### config.mk
export PLATFORM = sky130hd
export DESIGN_NAME = spi_host_master
export DESIGN_NICKNAME = d
export VERILOG_FILES = /design/src/rtl/spi_host_master.sv
export SDC_FILE = /design/constraint.sdc
export NUM_CORES = 1
export LEC_CHECK = 0
export ABC_AREA = 1
export BUFFER_PORTS_ARGS = -buffer_cell sky130_fd_sc_hd__buf_2
export CORE_MARGIN = 3
export CORE_UTILIZATION = 40
export CTS_BUF_LIST = sky130_fd_sc_hd__clkbuf_16
export CTS_CLUSTER_DIAMETER = 80
export DETAILED_ROUTE_END_ITERATION = 12
export HOLD_SLACK_MARGIN = 0.03
export SLEW_MARGIN = 20
export SYNTH_ARGS = -nofsm -noshare
export SYNTH_HDL_FRONTEND = slang
export SYNTH_SLANG_ARGS = --single-unit
### constraint.sdc
create_clock -name clk_i -period 1.5 [get_ports clk_i]
set_input_delay 0.3 -clock clk_i [delete_from_list [all_inputs] [get_ports clk_i]]
set_output_delay 0.3 -clock clk_i [all_outputs]
set_load 0.01 [all_outputs]
### src/rtl/spi_host_master.sv
// Single-lane SPI mode-0 master issuing memory write (0x02) and read (0x0B) frames
// to the spi_device_tlul slave port from a valid/ready request interface.
module spi_host_master #(
    parameter int unsigned CLK_DIV      = 4,
    parameter int unsigned DUMMY_CYCLES = 32
) (
    input  logic        clk_i,
    input  logic        rst_i,
    input  logic        req_valid_i,
    output logic        req_ready_o,
    input  logic        req_write_i,
    input  logic [31:0] req_addr_i,
    input  logic [31:0] req_wdata_i,
    output logic        rsp_valid_o,
    output logic [31:0] rsp_rdata_o,
    output logic        busy_o,
    output logic        spi_sclk_o,
    output logic        spi_csn_o,
    output logic        spi_sdo_o,
    input  logic        spi_sdi_i
);

    localparam int unsigned DIV_W = (CLK_DIV > 1) ? $clog2(CLK_DIV) : 1;
    localparam int unsigned CNT_MAX = (DUMMY_CYCLES > 32) ? DUMMY_CYCLES : 32;
    localparam int unsigned CNT_W = $clog2(CNT_MAX + 1);
    localparam logic [7:0] CMD_WRITE = 8'h02;
    localparam logic [7:0] CMD_READ  = 8'h0B;

    typedef enum logic [2:0] {
        IDLE, CMD, ADDR, WDATA, DUMMY, RDATA, HOLD, DONE
    } state_t;

    state_t           state;
    state_t           next_field;
    logic [DIV_W-1:0] div_cnt;
    logic [CNT_W-1:0] bit_cnt;
    logic [70:0]      tx_sr;
    logic [31:0]      rx_sr;
    logic             is_write;
    logic             div_tick;
    logic             field_last;
    logic [7:0]       cmd;

    assign div_tick = (div_cnt == DIV_W'(CLK_DIV - 1));
    assign cmd      = req_write_i ? CMD_WRITE : CMD_READ;

    // Last bit of the current field and the field that follows it
    always_comb begin
        field_last = 1'b0;
        next_field = state;
        case (state)
            CMD: begin
                field_last = (bit_cnt == CNT_W'(7));
                next_field = ADDR;
            end
            ADDR: begin
                field_last = (bit_cnt == CNT_W'(31));
                if (is_write)
                    next_field = WDATA;
                else if (DUMMY_CYCLES == 0)
                    next_field = RDATA;
                else
                    next_field = DUMMY;
            end
            WDATA: begin
                field_last = (bit_cnt == CNT_W'(31));
                next_field = HOLD;
            end
            DUMMY: begin
                field_last = (bit_cnt == CNT_W'(DUMMY_CYCLES - 1));
                next_field = RDATA;
            end
            RDATA: begin
                field_last = (bit_cnt == CNT_W'(31));
                next_field = HOLD;
            end
            default: begin
                field_last = 1'b0;
                next_field = state;
            end
        endcase
    end

    always_ff @(posedge clk_i) begin
        if (rst_i) begin
            state       <= IDLE;
            div_cnt     <= '0;
            bit_cnt     <= '0;
            tx_sr       <= '0;
            rx_sr       <= '0;
            is_write    <= 1'b0;
            req_ready_o <= 1'b0;
            rsp_valid_o <= 1'b0;
            rsp_rdata_o <= '0;
            busy_o      <= 1'b0;
            spi_sclk_o  <= 1'b0;
            spi_csn_o   <= 1'b1;
            spi_sdo_o   <= 1'b0;
        end else begin
            rsp_valid_o <= 1'b0;
            case (state)
                IDLE: begin
                    if (!req_ready_o) begin
                        req_ready_o <= 1'b1;
                    end else if (req_valid_i) begin
                        // Write data is zeroed on reads so SDO idles low after the address
                        is_write    <= req_write_i;
                        tx_sr       <= {cmd[6:0], req_addr_i, req_write_i ? req_wdata_i : 32'h0};
                        spi_sdo_o   <= cmd[7];
                        spi_csn_o   <= 1'b0;
                        spi_sclk_o  <= 1'b0;
                        busy_o      <= 1'b1;
                        req_ready_o <= 1'b0;
                        div_cnt     <= '0;
                        bit_cnt     <= '0;
                        state       <= CMD;
                    end
                end
                CMD, ADDR, WDATA, DUMMY, RDATA: begin
                    if (div_tick) begin
                        div_cnt    <= '0;
                        spi_sclk_o <= ~spi_sclk_o;
                        if (!spi_sclk_o) begin
                            if (state == RDATA)
                                rx_sr <= {rx_sr[30:0], spi_sdi_i};
                        end else begin
                            spi_sdo_o <= tx_sr[70];
                            tx_sr     <= {tx_sr[69:0], 1'b0};
                            if (field_last) begin
                                bit_cnt <= '0;
                                state   <= next_field;
                            end else begin
                                bit_cnt <= bit_cnt + CNT_W'(1);
                            end
                        end
                    end else begin
                        div_cnt <= div_cnt + DIV_W'(1);
                    end
                end
                HOLD: begin
                    spi_sdo_o <= 1'b0;
                    if (div_tick) begin
                        div_cnt     <= '0;
                        spi_csn_o   <= 1'b1;
                        busy_o      <= 1'b0;
                        rsp_valid_o <= 1'b1;
                        if (!is_write)
                            rsp_rdata_o <= rx_sr;
                        state <= DONE;
                    end else begin
                        div_cnt <= div_cnt + DIV_W'(1);
                    end
                end
                DONE: begin
                    req_ready_o <= 1'b1;
                    state       <= IDLE;
                end
                default: state <= IDLE;
            endcase
        end
    end

endmodule

* Yosys cells after proc, flatten, opt, wreduce, memory -nomap -nowiden *
Index checks and enable logic that the tools add are counted.

word-level totals
  register bits after elaboration = 153
  input bits = 69
  output and inout port bits = 38
  logic and storage cells = 101

operators by class
  $add $sub $neg = 2
  equality and inequality tests = 17
  muxes and demuxes = 46
  bitwise logic cells = 3
  reduce and logical (&&, ||, !) cells = 20

operators with widths
  cell                   count
  $mux W71               4
  $pmux W71 S2           1
  $mux W32               1
  $mux W6                5
  $pmux W3 S4            2
  $mux W3                7
  $mux W1                14
  $eq A3 B3 Y1 const B   4
  $ne A2 B2 Y1 const B   6
  $pmux W6 S2            1
  $reduce_and A4 Y1      3
  $pmux W1 S2            5
  $reduce_and A5 Y1      2
  $reduce_and A3 Y1      3
  $reduce_bool A2 Y1     4
  $reduce_and A7 Y1      1
  $add A6 B1 Y6 const B  1
  $eq A3 B2 Y1 const B   2
  $eq A6 B3 Y1 const B   1
  $eq A6 B5 Y1 const B   1
  $mux W2                3
  $reduce_or A6 Y1       1
  $ne A5 B5 Y1 const B   1
  $reduce_or A5 Y1       1
  11 further kinds       14

* Logic depth before layout (Yosys ltp) *
  word-level depth = 7
  depth in mapped cells = 12
  depth with buffers taken out = 9

* Least setup slack after synthesis *
Ideal clock, no wire load.

  path kind = flip-flop to flip-flop
  start = reg div_cnt[0]
  end = reg tx_sr[10]
  library setup time = 113 ps
  arrival = 1431 ps
  required time = 1387 ps
  setup slack = -44 ps
  cell stages (with the launch flop) = 10
  path buffers = 1
  clock period less this slack = 1544 ps
  path through = dfxtp_1 > ha_1 > inv_2 > o21ai_4 > nand2_4 > inv_4 > buf_2 > nand2_1 > nand2_1 > nor2_1

between the ends
  longest elaborated chain between the ends = 3

ends and longest elaborated chain
  element                      line  source
  from (decl)                  35    logic [DIV_W-1:0] div_cnt;
  from (signal assigned)       137   div_cnt <= div_cnt + DIV_W'(1);
  from (signal assigned)       151   div_cnt <= div_cnt + DIV_W'(1);
  $eq A2 B2 Y1                 44    assign div_tick = (div_cnt == DIV_W'(CLK_DIV - 1));
  net div_tick                 40    logic div_tick;
  $ne A2 B2 Y1 (no line)       -
  $reduce_and A5 Y1 (no line)  -
  to (signal assigned)         108   tx_sr <= {cmd[6:0], req_addr_i, req_write_i ? req_wdata_i : 32'h0};
  to (signal assigned)         128   tx_sr <= {tx_sr[69:0], 1'b0};
  to (decl)                    37    logic [70:0] tx_sr;

The timed path passes the listed nets, and every way through them passes these cells.
A chain may end at the register's enable or synchronous reset.

* Final worst setup path *
  start = reg state[0]
  end = reg rx_sr[3]

between the ends
  longest elaborated chain between the ends = 3
  elaborated cells between the ends (all ways) = 7
  those cells by class = 5 x eq/ne; 2 x reduce/logical

ends and longest elaborated chain
  element                               line      source
  from (decl)                           33        state_t state;
  from (signal assigned)                131       state <= next_field;
  $eq A3 B3 Y1 (tied with other cells)  101, 124
  $reduce_or A5 Y1                      101       case (state)
  $reduce_and A4 Y1 (no line) (*)       -
  to (signal assigned)                  125       rx_sr <= {rx_sr[30:0], spi_sdi_i};
  to (decl)                             38        logic [31:0] rx_sr;

Every way passes the cells marked *; elsewhere a longest branch is shown, timed or not.

==> impl_metrics.toml <==
[power_and_ir_drop]
max-vdd-ir-drop_uv = 1460
switching_share_pct = 41.9
pwr-share-seq_pct = 27.2
clkPwrFrac_pct = 19.3
pwr-share-comb_pct = 53.5
p_int_uw = 12400
p_leak_uw = 0.00452
switchingPower_uw = 8960
p_per_area_nw_per_um2 = 2320

[yosys]
yosysUniqueCellTypes = 31
syn_area_um2 = 6780
ys_seq_area_share_pct = 45.2
syn_area_per_cell_um2 = 6.60
postSynthCellCount = 1027
ys_warn_count = 0
yosys_register_bits = 153
synth_nets = 1099

[sta]
slew_headroom_pct = 81.6
fin_skew_ps = 7.80
final.min_clock_period_ps = 1540
fin_ws_ps = -38.8
hold_violations = 0
period_share_pct = 103
grt_setup_unrepaired = "yes"
maxSlewViolCount = 0
setup_viol = 37
fmax_ghz = 0.650
hold_slack_ps = 164
max_slew.worst_pin.slew_ps = 275
finalSetupTns_ps = -384

[grt]
grt_pass1_wl_mm = 25.4
grt_max_degree = 65
overflow = 0
track_usage_pct = 16.8
grt_pass1_vias = 5376
antenna_found_initial = 0

[finish]
drive_gt1_share_pct = 27.3
regArea_um2 = 3070
fillCellCount = 1557
syn2layout_area_growth_pct = 35.9
utilization_pct = 56.8
final_common_cell = "nand2_1"
diodes = 0
final_nets = 1225
mostFrequentLayoutCells = "nand2_1 (310), nor2_1 (181), dfxtp_1 (150), buf_2 (106), o21ai_0 (62)"
multiInputGateArea_um2 = 3580

[outcome]
violations = "setup timing"
status = "finished, violations left"

[place]
dp_hpwl_mm = 9.82
numPortBuffers = 106
gp_congestion = 0.823

[setup_path]
cp_slowest_stage_delay_ps = 430
startpoint_type = "flip-flop"
critical_path.cell_chain = "inv_4 > nor3_4 > buf_6 > nand4_4 > buf_12 > clkbuf_16 > nand2_1 > nand2_1 > nor2_1"
cp_slowest_cell = "dfxtp_4"
worstPathArrival_ps = 1900
cp_top_family = "simple AND/OR/NAND/NOR gates"
critPathRequiredTime_ps = 1860
worst-path-buf-inv = 4
critPathMaxFanout = 8
path_common_cell = "nand2_1"
worstSetupPathType = "flip-flop to flip-flop"
endpoint_kind = "flip-flop"

[route]
initialDrtViolationCount = 355
avgViaCountPerCell = 4.67
dr.pass1.iters = 4
postRouteWirelength_mm = 17.3
routedWlPerCell_um = 12.5
drt_drc_violations_left = 0
ant_nets = 0
num_vias = 6453

[floorplan]
die-area_um2 = 18500
core_um2 = 16200
die_x_um = 136
io_pins = 107
initial_core_util_pct = 41.8
dieHeight_um = 136
rows = 46

[min_path]
hold_class = "primary input to flip-flop"

[clock_network]
path_clk_slew_ps = 70
clockRootBuffer = "clkbuf_16"
cts_tree = "built"
cts_made_buffers = 17
cts.path.max_buffers = 2
cts.sinks = 153
clkLatencyLatePin_ps = 430
holdBufCountCts = 0
cts_max_level = 4

[run]
cap_viol_max_count = 0
[cell usage after synthesis (all sizes together)]
master  count  area (um^2)
nand3      13         65.1
o211ai      1         7.51
nor3        3         15.0
clkbuf     22         85.1
or2         1         6.26
clkinv      1         3.75
ha          3         37.5
dfxtp     153         3060
o21bai      1         7.51
a21boi      1         7.51
nand2     355         1350
buf        42          268
xor2        3         26.3
o21ai     103          531
nor2      224          848
a21oi      42          210
inv        54          208
nand4       5         46.3
[metal layers]
layer | up-vias | part of all wire, % | global-route usage [%]
met5 | - | 0 | 0
met3 | 22 | 3.9 | 3.70
met4 | 0 | 1.4 | 5.71
met1 | 2874 | 49 | 23.2
met2 | 117 | 46 | 26.0
li1 | 3440 | - | -
[worst min-delay path: stages]
cell    delay, ps
buf_2         100
nor2_1         50
nor2_1         90
[power by group through the flow]
stage               clock network (uW)  registers, uW  logic, uW
floorplan                            0           5620       6640
global placement                     0           5730       8720
detailed placement                   0           5750       8750
CTS                               4200           5680       8940
global route                      4400           5930      12800
finish                            4130           5810      11400
[path summary, 6_finish.rpt]
check | slack, ps | to | cells past startpoint | start
max | -40 | rx_sr[3] | 9 | state[0]
min | 160 | rx_sr[0] | 3 | spi_sdi_i
max reg2reg | -40 | rx_sr[3] | 9 | state[0]
min reg2reg | 470 | tx_sr[67] | 2 | tx_sr[67]
[through the flow]
step,setup WS [ps],cell area [um^2],cells,power [uW]
2_1_floorplan,8.15,6790,1027,12300
3_3_place_gp,-125,7730,1329,14400
3_5_place_dp,-140,7730,1329,14500
4_1_cts,8.38,8360,1362,18800
5_1_grt,-134,9210,1382,23200
6_report,-38.8,9210,1382,21400
[cell families after synthesis]
logic type               count (synthesis)  synth area share (%)
adder cells (fa/ha/maj)                  3                 0.554
buffers and inverters                  119                  8.32
XOR/XNOR                                 3                 0.388
AND/OR/NAND/NOR                        601                  34.3
flip-flops                             153                  45.2
AO/OA/AOI/OAI                          148                  11.3
[state kept, by name, indices dropped and copies added (netlist names)]
name and cells:
tx_sr 71, div_cnt 2, spi_sdo_o 1, rsp_rdata_o 32, is_write 1, req_ready_o 1
busy_o 1, bit_cnt 6, state 3, rx_sr 32, rsp_valid_o 1, spi_sclk_o 1
spi_csn_o 1
[area by class of cell]
| class | count | share of cell area, % |
|---|---|---|
| multi-input combinational | 755 | 38.9 |
| clock buffer | 17 | 4.62 |
| clock inverter | 15 | 1.52 |
| tap | 216 | 2.93 |
| inverter | 55 | 2.54 |
| sequential | 153 | 33.4 |
| timing repair buffer | 169 | 15.9 |
| timing repair inverter | 2 | 0.244 |
[timing repair]
action | 4_1_cts | 5_1_grt
cloned | 1 | 15
buffers inserted | 0 | 5
endpoints found under the hold margin | 0 | 0
gates resized for setup | 12 | 168
setup endpoints to repair | 145 | 137
pin swaps | 0 | 20
Power figures use the tool's default switching activity.
